===== config.mk =====
export PLATFORM = sky130hd
export DESIGN_NAME = l2_port_arbiter
export DESIGN_NICKNAME = d
export VERILOG_FILES = /design/src/rtl/l2_arb_pkg.sv /design/src/rtl/l2_arb_prio.sv /design/src/rtl/l2_port_arbiter.sv
export SDC_FILE = /design/constraint.sdc
export NUM_CORES = 1
export LEC_CHECK = 0
export CORE_AREA = 2 2 292 294
export CTS_CLUSTER_SIZE = 40
export DETAILED_ROUTE_END_ITERATION = 12
export DIE_AREA = 0 0 294 296
export PLACE_DENSITY_LB_ADDON = 0.05
export SYNTH_ARGS = -nofsm -noshare
export SYNTH_HDL_FRONTEND = slang
export SYNTH_SLANG_ARGS = --single-unit

===== constraint.sdc =====
create_clock -name clk_i -period 2.01 [get_ports clk_i]
set_clock_uncertainty 0.15 [all_clocks]
set_input_delay 0.201 -clock clk_i [delete_from_list [all_inputs] [get_ports clk_i]]
set_output_delay 0.201 -clock clk_i [all_outputs]
set_load 0.05 [all_outputs]

===== src/rtl/l2_arb_pkg.sv =====
// Shared types and default sizing for the L2 port arbiter.
package l2_arb_pkg;

  localparam int unsigned ADDR_W_DEF     = 32;
  localparam int unsigned LINE_W_DEF     = 128;
  localparam int unsigned STARVE_MAX_DEF = 4;

  typedef enum logic [1:0] {
    IDLE  = 2'd0,
    ISSUE = 2'd1,
    RESP  = 2'd2
  } arb_state_e;

  typedef enum logic {
    OWN_IC = 1'b0,
    OWN_DC = 1'b1
  } arb_owner_e;

endpackage


===== src/rtl/l2_arb_prio.sv =====
// Winner selection (D over I) with a saturating starve counter that lets a
// waiting I request through after STARVE_MAX consecutive D grants.
module l2_arb_prio
  import l2_arb_pkg::*;
#(
  parameter int unsigned STARVE_MAX = STARVE_MAX_DEF
) (
  input  logic       clk_i,
  input  logic       rst_i,
  input  logic       ic_req,
  input  logic       dc_req,
  input  logic       grant,
  output arb_owner_e winner_c
);

  localparam int unsigned CNT_W = $clog2(STARVE_MAX + 1);

  logic [CNT_W-1:0] starve_cnt;
  logic [CNT_W-1:0] starve_cnt_d;
  logic             starved_c;

  assign starved_c = (starve_cnt == CNT_W'(STARVE_MAX));

  always_comb begin
    winner_c = OWN_IC;
    if (dc_req && !(ic_req && starved_c)) winner_c = OWN_DC;
  end

  // Count D grants taken while I waits; any other grant clears the count.
  always_comb begin
    starve_cnt_d = starve_cnt;
    if (grant) begin
      if (winner_c == OWN_DC && ic_req) begin
        if (!starved_c) starve_cnt_d = starve_cnt + CNT_W'(1);
      end else begin
        starve_cnt_d = '0;
      end
    end
  end

  always_ff @(posedge clk_i) begin
    if (rst_i) starve_cnt <= '0;
    else       starve_cnt <= starve_cnt_d;
  end

endmodule


===== src/rtl/l2_port_arbiter.sv =====
// Single-transaction arbiter sharing the L2 port between the I-cache and
// D-cache miss paths. Define L2_ARB_PERF_EN to add grant/conflict counters.
module l2_port_arbiter
  import l2_arb_pkg::*;
#(
  parameter int unsigned ADDR_W     = ADDR_W_DEF,
  parameter int unsigned LINE_W     = LINE_W_DEF,
  parameter int unsigned STARVE_MAX = STARVE_MAX_DEF
) (
  input  logic              clk_i,
  input  logic              rst_i,
  input  logic              ic_req_i,
  input  logic [ADDR_W-1:0] ic_addr_i,
  output logic [LINE_W-1:0] ic_rdata_o,
  output logic              ic_ack_o,
  input  logic              dc_req_i,
  input  logic              dc_we_i,
  input  logic [ADDR_W-1:0] dc_addr_i,
  input  logic [LINE_W-1:0] dc_wdata_i,
  output logic [LINE_W-1:0] dc_rdata_o,
  output logic              dc_ack_o,
  output logic              l2_req_o,
  output logic              l2_we_o,
  output logic [ADDR_W-1:0] l2_addr_o,
  output logic [LINE_W-1:0] l2_wdata_o,
  input  logic [LINE_W-1:0] l2_rdata_i,
  input  logic              l2_ack_i,
  output logic              busy_o
`ifdef L2_ARB_PERF_EN
  ,
  output logic [31:0]       perf_ic_grants_o,
  output logic [31:0]       perf_dc_grants_o,
  output logic [31:0]       perf_conflicts_o
`endif
);

  arb_state_e        state, state_d;
  arb_owner_e        owner, owner_d;
  arb_owner_e        winner_c;
  logic              grant_c;
  logic              req_d, we_d, ic_ack_d, dc_ack_d, busy_d;
  logic [ADDR_W-1:0] addr_d;
  logic [LINE_W-1:0] wdata_d, ic_rdata_d, dc_rdata_d;

  assign grant_c = (state == IDLE) && (ic_req_i || dc_req_i);

  l2_arb_prio #(.STARVE_MAX(STARVE_MAX)) u_prio (
    .clk_i    (clk_i),
    .rst_i    (rst_i),
    .ic_req   (ic_req_i),
    .dc_req   (dc_req_i),
    .grant    (grant_c),
    .winner_c (winner_c)
  );

  // Next-state and next-output logic; the L2 fields double as the latch.
  always_comb begin
    state_d    = state;
    owner_d    = owner;
    req_d      = l2_req_o;
    we_d       = l2_we_o;
    addr_d     = l2_addr_o;
    wdata_d    = l2_wdata_o;
    ic_rdata_d = ic_rdata_o;
    dc_rdata_d = dc_rdata_o;
    ic_ack_d   = 1'b0;
    dc_ack_d   = 1'b0;
    case (state)
      IDLE: begin
        if (grant_c) begin
          state_d = ISSUE;
          owner_d = winner_c;
          req_d   = 1'b1;
          if (winner_c == OWN_DC) begin
            we_d    = dc_we_i;
            addr_d  = dc_addr_i;
            wdata_d = dc_wdata_i;
          end else begin
            we_d    = 1'b0;
            addr_d  = ic_addr_i;
            wdata_d = '0;
          end
        end
      end
      ISSUE: begin
        if (l2_ack_i) begin
          state_d = RESP;
          req_d   = 1'b0;
          if (owner == OWN_DC) begin
            dc_rdata_d = l2_rdata_i;
            dc_ack_d   = 1'b1;
          end else begin
            ic_rdata_d = l2_rdata_i;
            ic_ack_d   = 1'b1;
          end
        end
      end
      RESP:    state_d = IDLE;
      default: state_d = IDLE;
    endcase
    busy_d = (state_d != IDLE);
  end

  always_ff @(posedge clk_i) begin
    if (rst_i) begin
      state      <= IDLE;
      owner      <= OWN_IC;
      l2_req_o   <= 1'b0;
      l2_we_o    <= 1'b0;
      l2_addr_o  <= '0;
      l2_wdata_o <= '0;
      ic_rdata_o <= '0;
      dc_rdata_o <= '0;
      ic_ack_o   <= 1'b0;
      dc_ack_o   <= 1'b0;
      busy_o     <= 1'b0;
    end else begin
      state      <= state_d;
      owner      <= owner_d;
      l2_req_o   <= req_d;
      l2_we_o    <= we_d;
      l2_addr_o  <= addr_d;
      l2_wdata_o <= wdata_d;
      ic_rdata_o <= ic_rdata_d;
      dc_rdata_o <= dc_rdata_d;
      ic_ack_o   <= ic_ack_d;
      dc_ack_o   <= dc_ack_d;
      busy_o     <= busy_d;
    end
  end

`ifdef L2_ARB_PERF_EN
  // Free-running wrap-around event counters.
  always_ff @(posedge clk_i) begin
    if (rst_i) begin
      perf_ic_grants_o <= '0;
      perf_dc_grants_o <= '0;
      perf_conflicts_o <= '0;
    end else begin
      if (grant_c && winner_c == OWN_IC) perf_ic_grants_o <= perf_ic_grants_o + 32'd1;
      if (grant_c && winner_c == OWN_DC) perf_dc_grants_o <= perf_dc_grants_o + 32'd1;
      if (state == IDLE && ic_req_i && dc_req_i) perf_conflicts_o <= perf_conflicts_o + 32'd1;
    end
  end
`endif

endmodule


# Word level (Yosys, flattened, before mapping)
# Index checks and enable logic that the tools add are counted.
# classes
add_sub_neg,1
eq_ne,5
n_mux,14
n_bitwise,3
n_reduce_logical,15
# op_table
cell,n
128-bit 2-to-1 mux,1
32-bit 2-to-1 mux,1
3-bit AND reduction,3
1-bit 2-to-1 mux,6
3-bit 2-to-1 mux,2
2-bit != test (second input constant),3
1-bit logical AND,4
2-bit 2-to-1 mux,2
2-bit one-hot mux with 2 select lines,1
2-bit AND reduction,2
2-bit nonzero test,2
3-bit by 1-bit adder with 3-bit output (second input constant),1
3-bit equality test (second input constant),1
1-bit NOT,3
3-bit OR reduction,1
2-bit by 1-bit equality test with 1-bit output (second input constant),1
2-bit zero test,1
1-bit one-hot mux with 2 select lines,1
1-bit zero test,1
1-bit logical OR,1
# totals
reg_bits,427
in_bits,326
output_inout_bits,421
elab_cells,50

# Longest topological paths before layout
# logic_depth
depth_word,8
ltp_mapped,7
mapped_depth_nobuf,5

# Modules after synthesis
# From an unflattened synthesis, not the netlist that was laid out.
# unflattened
hier_cells,1906
hier_area_um2,15845.2
# by_module_without_submodules
module,instances,cells_per_inst,area_each_um2
l2_port_arbiter,1,1887,15662.5
l2_arb_prio,1,19,182.7

# Worst setup path before layout
# OpenSTA, ideal clock, no wires.
# synth_path
path_kind,flip-flop to flip-flop
startpoint,reg u_prio.starve_cnt[0]
endpoint,reg l2_addr_o[10]
setup_time_ns,0.091
t_arrival_ns,1.446
t_required_ns,1.769
path_slack_ns,0.323
stages_incl_launch_ff,8
n_path_buf,2
period_less_slack_ns,1.687
path_cell_list,dfxtp_1 > inv_1 > ha_1 > nand3_1 > buf_2 > clkbuf_1 > nand3_1 > a311oi_1
# synth_via
elab_chain_len,6
# synth_rtl
element,line,text
start: declaration,l2_arb_prio.sv:18,logic [CNT_W-1:0] starve_cnt;
start signal: assignment,l2_arb_prio.sv:43,else starve_cnt <= starve_cnt_d;
3-bit equality test,l2_arb_prio.sv:22,assign starved_c = (starve_cnt == CNT_W'(STARVE_MAX));
1-bit logical AND,l2_arb_prio.sv:26,if (dc_req && !(ic_req && starved_c)) winner_c = OWN_DC;
1-bit zero test,l2_arb_prio.sv:26,
1-bit logical AND,l2_arb_prio.sv:26,
1-bit 2-to-1 mux,l2_arb_prio.sv:26,
32-bit 2-to-1 mux,l2_port_arbiter.sv:74,if (winner_c == OWN_DC) begin
end signal: assignment,l2_port_arbiter.sv:122,l2_addr_o <= addr_d;
end: declaration,l2_port_arbiter.sv:24,"output logic [ADDR_W-1:0] l2_addr_o,"
# No other way between the ends.
# A chain may end at the register's enable or synchronous reset.

# Worst setup path after layout
# layout_path
startpoint,reg state[0]
endpoint,reg l2_addr_o[10]
# layout_via
elab_chain_len,3
# layout_rtl
element,line,text
start: declaration,l2_port_arbiter.sv:37,"arb_state_e state, state_d;"
start signal: assignment,l2_port_arbiter.sv:118,state <= state_d;
2-bit zero test (*),"l2_port_arbiter.sv:45, l2_port_arbiter.sv:68",
1-bit logical AND,l2_port_arbiter.sv:45,assign grant_c = (state == IDLE) && (ic_req_i || dc_req_i);
2-bit AND reduction (no line) (*),-,
# Every way passes the cells marked *; elsewhere a longest branch is shown, timed or not.

==> reports/metrics.cfg <==
[detailed_routing]
routed_wl_mm=76.9
avgViaCountPerCell=4.32
route.detailed.wl_per_inst_um=19.3
drt.antenna.violating_nets=0
drc_errors=0
drt-pass1-iter-count=4
vias=17200
drt_iter0_drc=727

[yosys]
ys_types=30
yosysTopAreaCellShare_pct=55.0
async_flop_share_pct=0
synth_warnings=0
yosys_register_bits=427
synth_area_leaders=dfxtp_1 (55%), a21oi_1 (14%), nand2_1 (12%)
synth_enable_flop_cells=0
postSynthAreaPerCell_um2=8.01
ys_seq_area_share_pct=55.0
yosysTopAreaCell=dfxtp_1
syn-num-nets=2266
synth_cells=1938
synthFlopType=dfxtp_1
synth_area_mm2=0.0155

[worst_setup_path]
crit_fanout=16
startpoint=state[0]
crit_arrival_ns=2.20
worstSetupEndpointType=flip-flop
regToRegEndpoint=l2_addr_o[10]
slowest_delay_ns=0.70
critPathKind=reg -> reg
r2r_cells=3
endpoint=l2_addr_o[10]
reg2reg_slack_ns=0.09
cpLargestDelayFamily=simple AND/OR/NAND/NOR gates
start_kind=flip-flop
required_ns=2.29
cp_num_buf_inv=0
cp.depth=3
path_cells=or2_4 -> nor2_2 -> a311oi_1
r2r-start=state[0]
crit_path_top_delay_cell=nor2_2

[sta]
finalCritPeriodShare_pct=95.7
hold_viol=0
setup_tns_ns=0
max_freq_mhz=520
period_minus_slack_ns=1.92
drv_slew=0
hold_ws_ns=0.0368
setup_ws_ns=0.0867
finalSetupViolCount=0
max_slew_margin_pct=39.9
worst_slew_pin_slew_ns=0.901

[place]
pre_cts_ws_ns=-0.141
gp_congestion=0.769
port_buffers=746
place_area_mm2=0.0245
detailed_place_hpwl_mm=54.6

[clock_network]
cts_setup_buffers=0
cts_buffers=55
cts.sinks=427
htree_levels=2
ctsRootBufferMaster=clkbuf_16
cts_buffer_depth=3
worstSkewPairLatency_ns=0.60
clkTransAtPathRegs_ns=0.06
cts_tree=yes

[global_route]
grt_pass1_wl_mm=111
antenna_found_initial=7
grt_pass1_vias=17300
grt_max_degree=63
grt-ovfl-total=0
grtUsageTotal_pct=16.7

[die]
die_area_mm2=0.0870
start_util_pct=18.4
die_h_um=296
core_area_mm2=0.0842
die_width_um=294
rows=107
io_pins=747

[final_layout]
multi_input_area_mm2=0.00622
ff_latch_area_mm2=0.00855
fill_cells=8957
synthToLayoutAreaGrowth_pct=80.8
fin_area_mm2=0.0281
nets=3176
drive_gt1_share_pct=10.6

[pwr]
ir_drop_v=0.000600
p_leak_nw=11.5
power_density_mw_per_mm2=849
p_total_mw=23.8

[job]
drv_cap=0

[status]
status=completed

[min_path]
worstHoldPathType=in -> reg
hp-start=dc_wdata_i[9]

placed cells by master, fill, tap and decap left out, drive strengths merged, types with 7 or more instances in the layout:
cell | Yosys | layout
nand2 | 516 | 516
dfxtp | 427 | 427
a21oi | 422 | 422
clkdlybuf4s50 | 0 | 324
dlygate4sd2 | 0 | 309
buf | 76 | 203
dlygate4sd3 | 0 | 202
o21ai | 165 | 165
nand3 | 162 | 162
clkbuf | 110 | 79
a311oi | 32 | 32
clkinv | 0 | 14
diode | 0 | 7
nor2 | 6 | 7
cell usage after synthesis, types with 2 or more instances:
master,number
ha_1,2
nand3_1,162
inv_1,3
nor2_4,2
a21oi_1,422
buf_2,66
buf_1,4
nor2_1,4
dfxtp_1,427
buf_4,6
o21ai_1,25
a311oi_1,32
nand4b_1,2
clkbuf_1,110
nand2_1,516
nand4_1,2
o21ai_0,140
how the worst min path moves through the flow:
stage / to / cells past startpoint / slack (ns)
floorplan: dc_rdata_o[0] / 2 / 0.19
global placement: ic_rdata_o[80] / 2 / 0.29
detailed placement: ic_rdata_o[8] / 2 / 0.30
CTS: dc_rdata_o[77] / 3 / 0.0004
global route: l2_wdata_o[32] / 3 / 0.02
finish: l2_wdata_o[9] / 3 / 0.04
report_power, final:
group | internal, mW | switching [mW] | total [mW]
Clock | 6.20 | 3.99 | 10.2
Sequential | 8.86 | 0.195 | 9.06
Combinational | 1.75 | 2.83 | 4.58
Total | 16.8 | 7.01 | 23.8
cell families after synthesis:
group / after synthesis / synth area share (%)
and+or+nand+nor: 698 / 18.7
AOI/OAI and AO/OA: 621 / 20.8
DFF: 427 / 55.0
buffers and inverters: 190 / 5.27
adders and majority gates: 2 / 0.161
state kept, by name (all words and copies together), names as in the netlist, 2 cells and up:
name and cells:
dc_rdata_o 128, l2_addr_o 32, state 2, ic_rdata_o 128, l2_wdata_o 128, u_prio.starve_cnt 3
through the flow:
step	util (%)	cells
2_1_floorplan	-	1938
3_3_place_gp	29.2	3678
3_5_place_dp	29.2	3678
4_1_cts	33.3	3978
5_1_grt	33.3	3983
6_report	33.3	3986
layout make-up:
cell class / instances / area share, %
clock inverter: 19 / 0.775
clock buffer: 79 / 5.90
timing repair buffer: 1038 / 35.8
inverter: 4 / 0.0535
multi-input combinational: 1322 / 22.2
sequential: 427 / 30.4
tap: 1090 / 4.86
antenna: 7 / 0.0624
repair_timing:
| item | 4_1_cts | 5_1_grt |
|---|---|---|
| endpoints found under the hold margin | 276 | 0 |
| hold buffers | 202 | 0 |
| pin swaps | 0 | 1 |
| setup endpoints to repair | 309 | 19 |
| gates resized for setup | 309 | 0 |
| cloned | 0 | 1 |
layer usage:
layer	track usage [%]	wire, um	vias up
met4	6.02	2550	6
met2	29.0	37400	549
met3	6.08	6790	120
li1	-	-	8444
met5	0	46	-
met1	18.8	30100	8100
worst min-delay path, cell delays in order:
cell             delay, ns
clkdlybuf4s50_1       0.40
nand3_1               0.08
a21oi_1               0.06
Power figures use the tool's default switching activity.
